<file path="src/rtl/rotation_cmd_parser.sv">
// Parses an ASCII rotation list ("R68\n", "L30\n", ...) into direction/distance command strobes.
// Latency: the strobe appears the cycle after the terminating '\n' (or in_last byte) is accepted, if ready is high.
// Backpressure: in_ready drops while a command is pending or awaiting ready; the strobe waits for ready.
module rotation_cmd_parser #(
  parameter int unsigned MAX_DIST = 65535
) (
  input  logic        clk,
  input  logic        rst_n,
  input  logic        in_valid,
  input  logic [7:0]  in_data,
  input  logic        in_last,
  output logic        in_ready,
  output logic        valid,
  output logic        direction,
  output logic [15:0] distance,
  input  logic        ready,
  output logic [15:0] cmd_count,
  output logic [15:0] err_count,
  output logic        done
);

  localparam logic [7:0]  CH_R   = 8'h52;
  localparam logic [7:0]  CH_L   = 8'h4C;
  localparam logic [7:0]  CH_LF  = 8'h0A;
  localparam logic [7:0]  CH_CR  = 8'h0D;
  localparam logic [7:0]  CH_0   = 8'h30;
  localparam logic [7:0]  CH_9   = 8'h39;
  localparam logic [15:0] MAX_D16 = 16'(MAX_DIST);
  localparam logic [20:0] MAX_D21 = 21'(MAX_DIST);

  typedef enum logic [2:0] {
    S_IDLE,
    S_DIGITS,
    S_SKIP,
    S_ISSUE,
    S_HOLD,
    S_WAIT_ACK,
    S_FINISHED
  } state_e;

  state_e      state_q, state_d;
  logic [15:0] acc_q, acc_d;         // distance being accumulated for the current line
  logic        dig_q, dig_d;         // at least one digit seen on this line
  logic        line_dir_q, line_dir_d;
  logic        last_q, last_d;       // current line was terminated by in_last
  logic        dir_q, dir_d;         // direction of the most recently issued command
  logic [15:0] dist_q, dist_d;       // distance of the most recently issued command
  logic [15:0] cmd_q, cmd_d;
  logic [15:0] err_q, err_d;

  logic        take;
  logic        fire;
  logic        is_digit;
  logic        is_dir;
  logic        line_end;             // '\n', or '\r' that carries in_last (acts as '\r' then '\n')
  logic [20:0] acc_mul;
  logic [15:0] acc_sat;

  // Byte classification and saturating decimal accumulate
  always_comb begin
    is_digit = (in_data >= CH_0) && (in_data <= CH_9);
    is_dir   = (in_data == CH_R) || (in_data == CH_L);
    line_end = (in_data == CH_LF) || ((in_data == CH_CR) && in_last);
    acc_mul  = ({5'd0, acc_q} * 21'd10) + {17'd0, in_data[3:0]};
    acc_sat  = (acc_mul > MAX_D21) ? MAX_D16 : acc_mul[15:0];
  end

  // Handshake qualifiers; both are forced low while reset is asserted
  always_comb begin
    in_ready = rst_n && ((state_q == S_IDLE) || (state_q == S_DIGITS) || (state_q == S_SKIP));
    take     = in_valid && in_ready;
    fire     = rst_n && (state_q == S_ISSUE) && ready;
  end

  // Next-state and datapath updates
  always_comb begin
    state_d    = state_q;
    acc_d      = acc_q;
    dig_d      = dig_q;
    line_dir_d = line_dir_q;
    last_d     = last_q;
    dir_d      = dir_q;
    dist_d     = dist_q;
    cmd_d      = cmd_q;
    err_d      = err_q;

    unique case (state_q)
      S_IDLE: begin
        if (take) begin
          if (is_dir) begin
            line_dir_d = (in_data == CH_R);
            acc_d      = 16'd0;
            dig_d      = 1'b0;
            last_d     = 1'b0;
            // A direction letter that ends the stream is a line with no digits
            if (in_last) begin
              err_d   = err_q + 16'd1;
              state_d = S_FINISHED;
            end else begin
              state_d = S_DIGITS;
            end
          end else if ((in_data == CH_LF) || (in_data == CH_CR)) begin
            if (in_last) state_d = S_FINISHED;
          end else begin
            err_d   = err_q + 16'd1;
            state_d = in_last ? S_FINISHED : S_SKIP;
          end
        end
      end

      S_DIGITS: begin
        if (take) begin
          if (is_digit) begin
            acc_d = acc_sat;
            dig_d = 1'b1;
            if (in_last) begin
              last_d  = 1'b1;
              state_d = S_ISSUE;
            end
          end else if (line_end) begin
            if (dig_q) begin
              last_d  = in_last;
              state_d = S_ISSUE;
            end else begin
              err_d   = err_q + 16'd1;
              state_d = in_last ? S_FINISHED : S_IDLE;
            end
          end else if (in_data == CH_CR) begin
            // Bare '\r' inside a line is tolerated (CRLF line endings)
            state_d = S_DIGITS;
          end else begin
            err_d   = err_q + 16'd1;
            state_d = in_last ? S_FINISHED : S_SKIP;
          end
        end
      end

      S_SKIP: begin
        if (take && ((in_data == CH_LF) || in_last)) begin
          state_d = in_last ? S_FINISHED : S_IDLE;
        end
      end

      S_ISSUE: begin
        if (fire) begin
          dir_d   = line_dir_q;
          dist_d  = acc_q;
          cmd_d   = cmd_q + 16'd1;
          state_d = S_HOLD;
        end
      end

      // Guarantees a gap after the strobe so the dial block can drop ready
      S_HOLD: begin
        state_d = S_WAIT_ACK;
      end

      S_WAIT_ACK: begin
        if (ready) state_d = last_q ? S_FINISHED : S_IDLE;
      end

      S_FINISHED: begin
        state_d = S_FINISHED;
      end

      default: begin
        state_d = S_IDLE;
      end
    endcase
  end

  // State register with synchronous active-low reset
  always_ff @(posedge clk) begin
    if (!rst_n) begin
      state_q    <= S_IDLE;
      acc_q      <= 16'd0;
      dig_q      <= 1'b0;
      line_dir_q <= 1'b0;
      last_q     <= 1'b0;
      dir_q      <= 1'b0;
      dist_q     <= 16'd0;
      cmd_q      <= 16'd0;
      err_q      <= 16'd0;
    end else begin
      state_q    <= state_d;
      acc_q      <= acc_d;
      dig_q      <= dig_d;
      line_dir_q <= line_dir_d;
      last_q     <= last_d;
      dir_q      <= dir_d;
      dist_q     <= dist_d;
      cmd_q      <= cmd_d;
      err_q      <= err_d;
    end
  end

  // Command outputs: the strobe cycle shows the live line values, later cycles the held copy
  always_comb begin
    valid     = fire;
    direction = fire ? line_dir_q : dir_q;
    distance  = fire ? acc_q : dist_q;
    cmd_count = cmd_q;
    err_count = err_q;
    done      = (state_q == S_FINISHED);
  end

endmodule

</file>
<file path="config.mk">
export PLATFORM = sky130hd
export DESIGN_NAME = rotation_cmd_parser
export DESIGN_NICKNAME = d
export VERILOG_FILES = /design/src/rtl/rotation_cmd_parser.sv
export SDC_FILE = /design/constraint.sdc
export NUM_CORES = 1
export LEC_CHECK = 0
export CORE_MARGIN = 2
export CORE_UTILIZATION = 25
export DETAILED_ROUTE_END_ITERATION = 6
export GPL_TIMING_DRIVEN = 0
export PLACE_DENSITY = 0.52
export SLEW_MARGIN = 10
export SYNTH_ARGS = -nofsm -noshare
export SYNTH_HDL_FRONTEND = slang
export SYNTH_SLANG_ARGS = --single-unit
</file>
<file path="constraint.sdc">
create_clock -name clk -period 7.5 [get_ports clk]
set_input_delay 2.25 -clock clk [delete_from_list [all_inputs] [get_ports clk]]
set_output_delay 2.25 -clock clk [all_outputs]
set_load 0.03 [all_outputs]
</file>
==> flow_summary_export.csv <==
group,metric,value,unit
run_status,status,"completed",
clock_tree,cts_tree,"done",
cells_and_area,final_cell_mix,"dfxtp_1, clkdlybuf4s50_1, and2_1",
synth,ys_seq_elements,71,
clock_tree,htree_levels,3,
global_route,antenna_found_initial,1,
synth,synth_fa_ha_area_share,9.60,%
synth,synth_compound_area_share,19.8,%
synth,yosysWarnings,0,
die,die_w,141,µm
synth,postSynthCellCount,519,
placed_design,io_buffer_count,63,
min_path,hold_depth,2,
synth,synth_top_family_by_area,"simple AND/OR/NAND/NOR gates",
clock_tree,path_clk_slew,60,ps
clock_tree,cts_buffer_depth,2,
clock_tree,root_buffer,"clkbuf_16",
clock_tree,cts_buffers,9,
synth,synth_xor_area_share,8.14,%
min_path,hp-class,"flop to flop",
sta,tightest_slew,1110,ps
synth,yosysUniqueCellTypes,71,
synth,netlist_top_cells_area,"dfxtp_1, ha_1, and2_1",
synth,synth-simple-area-share,24.2,%
die,initial_core_util,25.3,%
clock_tree,cts_hold_buffers,0,
sta,relSlewSlack,24.4,%
run,cap_violations,0,
sta,setup-tns-final,0,ps
min_path,hold_end,"acc_q[3]$_SDFFE_PN0P_",
setup_path,path_class,"primary input to output pin",
power,powerDensity,170,nW/µm²
setup_path,startpoint_type,"primary input",
setup_path,regToRegEndpoint,"acc_q[8]$_SDFFE_PN0P_",
die,pin_count,65,
synth,synth_seq_area_share,30.1,%
synth,syn_area_per_cell,9.09,µm²
clock_tree,post_cts_buffers,0,
global_route,grt_usage,13.1,%
sta,period_needed,7260,ps
sta,hold_violations,0,
sta,period_share,96.8,%
setup_path,cp_data_arrival_time,5010,ps
synth,synth_top_cell_area_share,30.1,%
synth,ys.flop_type,"dfxtp_1",
synth,synth_edf_count,0,
cells_and_area,final_common_cell,"dfxtp_1",
setup_path,reg2reg_slack,3850,ps
placed_design,dp_hpwl,9780,µm
setup_path,reg2reg_from,"acc_q[1]$_SDFFE_PN0P_",
global_route,grt-ovfl-total,0,
setup_path,end_kind,"output pin",
synth,synth_mux_area_share,4.69,%
sta,max_freq,138,MHz
power,p_leak,2.45,nW
power,max-vdd-ir-drop,0.120,mV
cells_and_area,antenna_cells,0,
die,fp.coreArea,18600,µm²
routing,firstDrtPassIters,4,
setup_path,path_max_fanout,10,
cells_and_area,area_growth,26.9,%
routing,drt_iter0_markers,241,
die,dieHeight,141,µm
routing,vias,4189,
cells_and_area,finalNetCount,641,
routing,drt_wl_total,12800,µm
sta,fin_skew,10.3,ps
setup_path,reg2regPathDepth,13,
global_route,grt_pass1_vias,4201,
sta,setup-violations-final,0,
min_path,hold_path.startpoint,"acc_q[3]$_SDFFE_PN0P_",
synth,synthArstFlopShare,0,%
cells_and_area,drive_gt1_share,10.5,%
synth,syn_nets,567,
global_route,grt_pass1_wl,21300,µm
synth,synth_area,4720,µm²
routing,via_per_inst,5.03,
placed_design,gp_congestion,0.856,
clock_tree,cts_resized,0,
clock_tree,clkLatencyLatePin,340,ps
sta,hold_ws,497,ps
routing,post_drt_wl_per_cell,15.4,µm
synth,synth_top_cell_by_area,"dfxtp_1",
setup_path,required,5250,ps
sta,report.final.slew_viol_count,0,
routing,drc_errors,0,
clock_tree,clock-sinks,71,
sta,rsz0062_at_grt,"false",
die,fp-row-count,50,
die,fp.dieArea,20000,µm²
global_route,grt_max_degree,13,
routing,ant_nets,0,
## synthesized netlist by cell type (7+ instances only)
master     n
mux2_2    17
nand2_1   40
nor2_1    20
o21ai_0   17
and3_1    13
a21oi_1   10
and2_1    42
o21ai_1    8
xnor2_1   29
inv_1      9
o41ai_2    7
o31ai_1   12
nand3_1   11
dfxtp_1   71
nand2b_1   8
ha_1      33
nor2b_1    8
xor2_1    13
clkbuf_1  16
a21o_1     8
nand4_1   15
## sequential cells by signal, summed over array words and instances (netlist names)
register	flops
dir_q	1
dist_q	16
line_dir_q	1
acc_q	16
err_count	16
last_q	1
state_q	3
dig_q	1
cmd_count	16
## final cells by class
cell class	count	area, µm²
Buffer	26	129
Clock buffer	11	243
Sequential cell	71	1420
Timing Repair Buffer	63	631
Inverter	9	33.8
Clock inverter	5	104
Tap cell	234	293
Multi-Input combinational cell	413	3140
Fill cell	1943	12700
## power breakdown
part | total (mW) | switching [mW] | internal, mW
Combinational | 0.131 | 0.0848 | 0.0463
Clock | 0.500 | 0.165 | 0.335
Sequential | 0.389 | 0.00489 | 0.384
## worst max-delay path: stages
cell and delay, ps:
clkbuf_1 430, nor2b_1 260, and3_1 180, clkbuf_1 250, buf_1 600, mux2_2 420, clkdlybuf4s50_1 620
## worst max-delay path by stage
stage	start	endpoint	slack (ps)	cells past startpoint
floorplan	rst_n	direction	1190	6
global placement	rst_n	distance[8]	180	7
detailed placement	rst_n	distance[8]	140	7
CTS	rst_n	distance[8]	150	7
global route	rst_n	distance[9]	30	7
finish	rst_n	distance[8]	240	7
## routing by layer
metal / routed length, µm / global-route usage, % / share of wire [%]
met2: 5810 / 21.1 / 45
met5: 0 / 0 / 0
met4: 138 / 4.00 / 1.1
met3: 626 / 3.10 / 4.9
met1: 6250 / 17.4 / 49
## cell families after synthesis
logic type,count (synthesis)
AO/OA/AOI/OAI,118
XOR/XNOR,43
adder cells (fa/ha/maj),35
buffers and inverters,35
flip-flops,71
multiplexers,20
AND/OR/NAND/NOR,197
## per-stage QoR
stage / cell area (µm²) / utilization (%) / instances / setup slack [ps] / total power [mW]
2_1_floorplan: 4720 / - / 519 / 1190 / 0.485
3_3_place_gp: 5640 / 30.3 / 816 / 185 / 0.525
3_5_place_dp: 5640 / 30.3 / 816 / 135 / 0.528
4_1_cts: 5990 / 32.1 / 832 / 154 / 1.03
5_1_grt: 5990 / 32.1 / 832 / 30.5 / 1.07
6_report: 5990 / 32.1 / 832 / 237 / 1.02
Power figures use the tool's default switching activity.
